[src/rtl/pacman_move_ctrl.sv]
// Pac-Man movement: steps the sprite STEP px per move_tick and queries the legal-move lookup at tile centres.
// Latency: tick to first step is 2 cycles at a centre and 0 off-centre; ticks arriving during QUERY/DECIDE are dropped.
module pacman_move_ctrl #(
  parameter int SF        = 60,
  parameter int S_X       = 150,
  parameter int S_Y       = 34,
  parameter int COLS      = 8,
  parameter int ROWS      = 8,
  parameter int STEP      = 2,
  parameter int START_COL = 1,
  parameter int START_ROW = 0
) (
  input  logic       clk,
  input  logic       rst,
  input  logic       btn_l,
  input  logic       btn_r,
  input  logic       btn_u,
  input  logic       btn_d,
  input  logic       move_tick,
  input  logic [3:0] legal,
  output logic       q_valid,
  output logic [9:0] q_xpos,
  output logic [9:0] q_ypos,
  output logic [9:0] xpos,
  output logic [9:0] ypos,
  output logic [3:0] dir,
  output logic [4:0] tile_col,
  output logic [4:0] tile_row,
  output logic       at_center
);

  localparam int SW = $clog2(SF);
  localparam logic [9:0]    X0       = 10'(S_X + START_COL * SF);
  localparam logic [9:0]    Y0       = 10'(S_Y + START_ROW * SF);
  localparam logic [9:0]    STEP_P   = 10'(STEP);
  localparam logic [SW-1:0] STEP_S   = SW'(STEP);
  localparam logic [SW-1:0] SUB_MAX  = SW'(SF - STEP);
  localparam logic [4:0]    COL0     = 5'(START_COL);
  localparam logic [4:0]    ROW0     = 5'(START_ROW);
  localparam logic [4:0]    LAST_COL = 5'(COLS - 1);
  localparam logic [4:0]    LAST_ROW = 5'(ROWS - 1);

  typedef enum logic [1:0] {IDLE, QUERY, DECIDE} state_t;

  state_t        state;
  logic [3:0]    req;
  logic [SW-1:0] sub;

  logic [3:0]    press;
  logic [3:0]    mask;
  logic [3:0]    new_dir;
  logic [3:0]    opp;
  logic          rev;
  logic [3:0]    step_dir;
  logic          do_step;
  logic [9:0]    nx, ny;
  logic [4:0]    nc, nr;
  logic [SW-1:0] ns;

  always_comb begin
    press = 4'b0000;
    if (btn_l)      press = 4'b1000;
    else if (btn_r) press = 4'b0100;
    else if (btn_u) press = 4'b0010;
    else if (btn_d) press = 4'b0001;
  end

  // Grid edges override whatever the lookup claims.
  always_comb begin
    mask = legal;
    if (tile_col == 5'd0)     mask[3] = 1'b0;
    if (tile_col == LAST_COL) mask[2] = 1'b0;
    if (tile_row == 5'd0)     mask[1] = 1'b0;
    if (tile_row == LAST_ROW) mask[0] = 1'b0;
    if ((req & mask) != 4'b0000)      new_dir = req;
    else if ((dir & mask) != 4'b0000) new_dir = dir;
    else                              new_dir = 4'b0000;
  end

  assign opp      = {dir[2], dir[3], dir[0], dir[1]};
  assign rev      = (dir != 4'b0000) && (req == opp);
  assign step_dir = (state == DECIDE) ? new_dir : (rev ? req : dir);
  assign do_step  = (state == DECIDE) || (state == IDLE && move_tick && !at_center);

  // sub is always the offset in the +x/+y sense from the tile's top-left, so reversal needs no fix-up.
  always_comb begin
    nx = xpos;
    ny = ypos;
    nc = tile_col;
    nr = tile_row;
    ns = sub;
    if (step_dir[2]) begin
      nx = xpos + STEP_P;
      if (sub == SUB_MAX) begin
        ns = '0;
        nc = tile_col + 5'd1;
      end else begin
        ns = sub + STEP_S;
      end
    end else if (step_dir[3]) begin
      nx = xpos - STEP_P;
      if (sub == '0) begin
        ns = SUB_MAX;
        nc = tile_col - 5'd1;
      end else begin
        ns = sub - STEP_S;
      end
    end else if (step_dir[0]) begin
      ny = ypos + STEP_P;
      if (sub == SUB_MAX) begin
        ns = '0;
        nr = tile_row + 5'd1;
      end else begin
        ns = sub + STEP_S;
      end
    end else if (step_dir[1]) begin
      ny = ypos - STEP_P;
      if (sub == '0) begin
        ns = SUB_MAX;
        nr = tile_row - 5'd1;
      end else begin
        ns = sub - STEP_S;
      end
    end
  end

  always_ff @(posedge clk or posedge rst) begin
    if (rst) begin
      state     <= IDLE;
      req       <= 4'b0000;
      dir       <= 4'b0000;
      sub       <= '0;
      xpos      <= X0;
      ypos      <= Y0;
      tile_col  <= COL0;
      tile_row  <= ROW0;
      at_center <= 1'b1;
      q_valid   <= 1'b0;
      q_xpos    <= X0;
      q_ypos    <= Y0;
    end else begin
      if (press != 4'b0000) req <= press;
      q_valid <= 1'b0;

      if (do_step) begin
        dir       <= step_dir;
        xpos      <= nx;
        ypos      <= ny;
        tile_col  <= nc;
        tile_row  <= nr;
        sub       <= ns;
        at_center <= (ns == '0);
      end

      case (state)
        IDLE: begin
          if (move_tick && at_center) begin
            // At a centre the sprite position is exactly the tile's top-left.
            state   <= QUERY;
            q_valid <= 1'b1;
            q_xpos  <= xpos;
            q_ypos  <= ypos;
          end
        end
        QUERY:   state <= DECIDE;
        DECIDE:  state <= IDLE;
        default: state <= IDLE;
      endcase
    end
  end

endmodule

[config.mk]
export PLATFORM = sky130hd
export DESIGN_NAME = pacman_move_ctrl
export DESIGN_NICKNAME = d
export VERILOG_FILES = /design/src/rtl/pacman_move_ctrl.sv
export SDC_FILE = /design/constraint.sdc
export NUM_CORES = 1
export LEC_CHECK = 0
export ABC_AREA = 1
export BUFFER_PORTS_ARGS = -buffer_cell sky130_fd_sc_hd__buf_2
export CAP_MARGIN = 20
export CORE_MARGIN = 2
export CORE_UTILIZATION = 35
export DETAILED_ROUTE_END_ITERATION = 10
export SLEW_MARGIN = 10
export SYNTH_ARGS = -nofsm -noshare
export SYNTH_HDL_FRONTEND = slang
export SYNTH_SLANG_ARGS = --single-unit
[constraint.sdc]
create_clock -name clk -period 2.9 [get_ports clk]
set_input_delay 0.145 -clock clk [delete_from_list [all_inputs] [get_ports clk]]
set_output_delay 0.145 -clock clk [all_outputs]
set_load 0.005 [all_outputs]
==> flow_summary.html <==
<table>
<tr><th>Metric</th><th>Value</th></tr>
<tr><th colspan="2">Timing</th></tr>
<tr><td>Setup-violating endpoint count in the final report</td><td>7</td></tr>
<tr><td>Hold Slack</td><td>0.04004 ns</td></tr>
<tr><td>Count of final hold-check violations</td><td>0</td></tr>
<tr><td>Upper clock frequency limit</td><td>308.7 MHz</td></tr>
<tr><td>Final-report max-slew violation count</td><td>0</td></tr>
<tr><td>Slew at the pin with the worst max-slew slack</td><td>0.7644 ns</td></tr>
<tr><td>Setup repair after global routing missed its margin</td><td>yes</td></tr>
<tr><td>Part of the cycle the worst path needs</td><td>1.117</td></tr>
<tr><td>Clk_skew</td><td>0.009578 ns</td></tr>
<tr><td>Final critical path time including I/O delays and setup</td><td>3.239 ns</td></tr>
<tr><td>Relative slew slack</td><td>0.4880</td></tr>
<tr><td>Setup slack of the critical path after layout</td><td>-0.3391 ns</td></tr>
<tr><th colspan="2">Setup path</th></tr>
<tr><td>Slowest-stage cell, CP</td><td>sky130_fd_sc_hd__dfstp_2</td></tr>
<tr><td>Category of the most critical setup path</td><td>flip-flop to flip-flop</td></tr>
<tr><td>Critical path's largest stage delay</td><td>0.54 ns</td></tr>
<tr><td>Arrival time of the worst setup path</td><td>3.46 ns</td></tr>
<tr><td>Start point of the critical path</td><td>tile_col[0]$_DFFE_PP1P_</td></tr>
<tr><td>Source of the worst register-to-register timing path</td><td>tile_col[0]$_DFFE_PP1P_</td></tr>
<tr><td>Endpoint of the worst register-to-register path</td><td>xpos[9]$_DFFE_PP0P_</td></tr>
<tr><td>CP required</td><td>3.12 ns</td></tr>
<tr><td>CP startpoint kind</td><td>flip-flop</td></tr>
<tr><td>Cell-by-cell trace of the critical path</td><td>nor2_1, nand3_1, nand3_1, nand2_2, nor2_4, nand2_1, nand3_1, nand2_2, clkinvlp_4, fa_2, nand3_2, nand3_2, nand2_2, a21oi_2, nor2_2, nor2_2, nor2_1, inv_1, a21oi_2, or2_4, nand3_2, xor2_1</td></tr>
<tr><td>Worst R2R Path Depth</td><td>22</td></tr>
<tr><td>Peak fanout along the critical path</td><td>6</td></tr>
<tr><td>End of the critical path</td><td>xpos[9]$_DFFE_PP0P_</td></tr>
<tr><td>Worst setup slack for register-to-register paths</td><td>-0.34 ns</td></tr>
<tr><td>Category of the worst setup path capture point</td><td>flip-flop</td></tr>
<tr><th colspan="2">Routing</th></tr>
<tr><td>Detail Route Antenna Nets</td><td>0</td></tr>
<tr><td>DRC violations left</td><td>0</td></tr>
<tr><td>Routed wire per std cell</td><td>12.99 um</td></tr>
<tr><td>Iteration-0 DRC Markers</td><td>212</td></tr>
<tr><td>DR vias</td><td>3800</td></tr>
<tr><td>Detailed-route wire length</td><td>10470 um</td></tr>
<tr><td>Via/cell ratio</td><td>4.715</td></tr>
<tr><td>Length of the first detailed-routing pass in iterations</td><td>4</td></tr>
<tr><th colspan="2">Clock network</th></tr>
<tr><td>Cell at the root of the clock tree</td><td>sky130_fd_sc_hd__clkbuf_16</td></tr>
<tr><td>Clock net sink count</td><td>64</td></tr>
<tr><td>CTS tree</td><td>yes</td></tr>
<tr><td>CTS Buf Count</td><td>9</td></tr>
<tr><td>Register clock-pin slew on the reported worst setup and hold paths</td><td>0.06 ns</td></tr>
<tr><td>Clock latency of the later-clocked register in the worst-skew pair</td><td>0.34 ns</td></tr>
<tr><td>Maximum clock insertion buffer count</td><td>2</td></tr>
<tr><td>Number of levels the H-tree was split into</td><td>3</td></tr>
<tr><th colspan="2">Floorplanning</th></tr>
<tr><td>Overall die area</td><td>12280 um2</td></tr>
<tr><td>Boundary Pins</td><td>67</td></tr>
<tr><td>Floorplan core area</td><td>11270 um2</td></tr>
<tr><td>Standard-cell rows</td><td>39</td></tr>
<tr><td>Floorplan die height</td><td>110.8 um</td></tr>
<tr><td>Starting density of the core</td><td>0.3542</td></tr>
<tr><td>Horizontal die dimension</td><td>110.8 um</td></tr>
<tr><th colspan="2">Place</th></tr>
<tr><td>Placed cell count</td><td>763</td></tr>
<tr><td>Number of input and output port buffers inserted</td><td>62</td></tr>
<tr><td>HPWL reported at the end of detailed placement</td><td>7401 um</td></tr>
<tr><td>Gp weighted congestion</td><td>0.8574</td></tr>
<tr><td>Placed Instance Area</td><td>4916 um2</td></tr>
<tr><th colspan="2">Global routing</th></tr>
<tr><td>GR met2 Demand/Resource</td><td>0.3010</td></tr>
<tr><td>Total global-route track usage</td><td>0.1796</td></tr>
<tr><td>Largest net degree at the start of global routing</td><td>45</td></tr>
<tr><td>Global Route met1 Usage</td><td>0.2242</td></tr>
<tr><td>Layer with the highest usage</td><td>met2</td></tr>
<tr><td>Wire length of the first global-routing pass</td><td>18220 um</td></tr>
<tr><td>Vias in the first global route</td><td>3908</td></tr>
<tr><td>Met3 Usage GRT</td><td>0.04155</td></tr>
<tr><td>Initial antenna violation count</td><td>0</td></tr>
<tr><td>Remaining global-route overflow</td><td>0</td></tr>
<tr><th colspan="2">Cells and area</th></tr>
<tr><td>Final cell count without fillers</td><td>806</td></tr>
<tr><td>Count of inserted antenna diode cells</td><td>0</td></tr>
<tr><td>Share of cells above drive strength 1</td><td>0.3876</td></tr>
<tr><td>Count of filler cells inserted in the layout</td><td>1059</td></tr>
<tr><td>Layout-stage area growth over the synthesis result</td><td>42.65%</td></tr>
<tr><td>Final net count</td><td>695</td></tr>
<tr><td>Post-Layout Inst Area</td><td>5695 um2</td></tr>
<tr><td>Fin util</td><td>0.5053</td></tr>
<tr><th colspan="2">Synth</th></tr>
<tr><td>Synth Register Bits</td><td>64</td></tr>
<tr><td>Sequential-to-total area share from yosys stat</td><td>0.4055</td></tr>
<tr><td>Ys Warns</td><td>0</td></tr>
<tr><td>Compound-gate portion of the synthesized area</td><td>0.1181</td></tr>
<tr><td>Mean cell area of the mapped netlist</td><td>7.753 um2</td></tr>
<tr><td>Multiplexer fraction of the synthesized cell area</td><td>0</td></tr>
<tr><td>Xor-xnor portion of the synthesized cell area</td><td>0.04387</td></tr>
<tr><td>Post-Synthesis Cell Area</td><td>3993 um2</td></tr>
<tr><td>Yosys cell types</td><td>38</td></tr>
<tr><td>Arithmetic-cell share of the synthesized area counting full adders, half adders and majority gates</td><td>0.08900</td></tr>
<tr><td>Syn Inst Count</td><td>515</td></tr>
<tr><td>Combinational family with the most area after synthesis</td><td>simple AND/OR/NAND/NOR gates</td></tr>
<tr><td>Area fraction in and, or, nand and nor cells after synthesis</td><td>0.2567</td></tr>
<tr><th colspan="2">Power and ir drop</th></tr>
<tr><td>Pleak</td><td>2.914 nW</td></tr>
<tr><td>Max rail drop VDD</td><td>0.0005125 V</td></tr>
<tr><td>Total Power</td><td>8.645 mW</td></tr>
<tr><td>Power density relative to cell area</td><td>1518 nW/um2</td></tr>
<tr><th colspan="2">Run status</th></tr>
<tr><td>Violated checks</td><td>setup timing</td></tr>
<tr><td>Status</td><td>finished, violations left</td></tr>
<tr><th colspan="2">Job</th></tr>
<tr><td>Max Cap Violations</td><td>0</td></tr>
<tr><th colspan="2">Worst hold path</th></tr>
<tr><td>Hold WC Path Type</td><td>primary input to flip-flop</td></tr>
</table>
logic make-up (layout without fill, tap and decap cells):
kind of cell,Yosys count,in the layout
adders and majority gates,26,26
buffers and inverters,85,230
and+or+nand+nor,230,230
DFF,64,64
AOI/OAI and AO/OA,89,89
other,1,4
xor gates and xnor gates,20,20
cells in the final DEF, fill, tap and decap left out, types with 15 or more instances in the layout:
cell type                   n
sky130_fd_sc_hd__buf_2     62
sky130_fd_sc_hd__buf_4     71
sky130_fd_sc_hd__dfrtp_1   48
sky130_fd_sc_hd__ha_1      17
sky130_fd_sc_hd__inv_1     62
sky130_fd_sc_hd__nand2_1  109
sky130_fd_sc_hd__nand2_2   15
sky130_fd_sc_hd__nand3_1   31
sky130_fd_sc_hd__nor2_1    32
sky130_fd_sc_hd__o21ai_0   44
sky130_fd_sc_hd__xor2_1    15
routing by layer:
metal / vias up / wire length (um)
met4: 0 / 212
li1: 1934 / -
met3: 20 / 393
met2: 71 / 5200
met5: - / 0
met1: 1775 / 4663
cells in the mapped netlist (all sizes together):
| cell type | count | share of area |
|---|---|---|
| o21ai | 56 | 0.070 |
| nand2 | 127 | 0.13 |
| clkbuf | 6 | 0.0056 |
| a31oi | 2 | 0.0031 |
| o21bai | 2 | 0.0038 |
| a22oi | 1 | 0.0019 |
| o211ai | 3 | 0.0069 |
| a211oi | 1 | 0.0019 |
| fa | 4 | 0.020 |
| xnor2 | 5 | 0.011 |
| or2 | 7 | 0.011 |
| nand3b | 3 | 0.0056 |
| o22ai | 1 | 0.0016 |
| nor2 | 42 | 0.043 |
| nor3 | 4 | 0.0063 |
| and2 | 1 | 0.0016 |
| dfstp | 14 | 0.092 |
| buf | 9 | 0.014 |
| nor4 | 1 | 0.0016 |
| nor3b | 2 | 0.0066 |
| conb | 1 | 0.00094 |
| a21oi | 23 | 0.029 |
| xor2 | 15 | 0.033 |
| ha | 22 | 0.069 |
| nand3 | 43 | 0.056 |
| dfrtp | 50 | 0.31 |
| inv | 70 | 0.066 |
what timing repair did:
action,CTS,global route
endpoints found under the hold margin,15,0
gates resized for setup,23,44
setup buffers,17,8
hold buffers,2,0
setup endpoints to repair,4,31
pin swaps,18,27
flip-flops by register name (all words and copies together) (netlist names):
register / count
tile_col: 5
req: 4
dir: 4
q_valid: 1
q_ypos: 9
tile_row: 5
q_xpos: 9
sub: 6
ypos: 9
xpos: 9
state: 2
at_center: 1
how the worst min path moves through the flow:
stage / slack, ns / startpoint / to / cells after the start
4_1_cts: 0.03 / btn_l / req[2]$_DFFE_PP0P_ / 2
3_3_place_gp: 0.17 / rst / q_xpos[5]$_DFFE_PP0P_ / 2
2_1_floorplan: 0.22 / btn_u / req[0]$_DFFE_PP0P_ / 1
3_5_place_dp: 0.18 / rst / q_xpos[5]$_DFFE_PP0P_ / 2
5_1_grt: 0.04 / btn_l / req[2]$_DFFE_PP0P_ / 2
6_report: 0.04 / btn_l / req[2]$_DFFE_PP0P_ / 2
through the flow:
step | setup slack [ns] | setup TNS [ns]
floorplan | -0.2634 | -0.4980
global placement | -0.1715 | -0.4841
detailed placement | -0.2750 | -0.7560
CTS | -0.1971 | -0.8450
global route | -0.5299 | -4.581
finish | -0.3391 | -1.232
layout make-up:
class | count | area, um2 | area share
inverters | 70 | 270.3 | 0.04745
flip-flops and latches | 64 | 1622 | 0.2847
clock buffers | 10 | 239.0 | 0.04196
clock inverters | 6 | 116.4 | 0.02043
well taps | 143 | 178.9 | 0.03141
multi-input cells | 369 | 2296 | 0.4031
repair buffers | 144 | 973.4 | 0.1709
critical path: cells and delay by family, from the launching register on:
kind                       cells  cell delay (ns)
AOI/OAI and AO/OA              2             0.22
xor gates and xnor gates       1             0.14
adders and majority gates      1             0.45
buffers and inverters          2             0.27
DFF                            1             0.54
and+or+nand+nor               16             1.49
where the power goes:
part / switching, mW / internal [mW]
clock: 0.422 / 0.867
combinational: 2.92 / 2.76
sequential: 0.330 / 1.35
No activity file was read; power rests on OpenSTA's default activity.
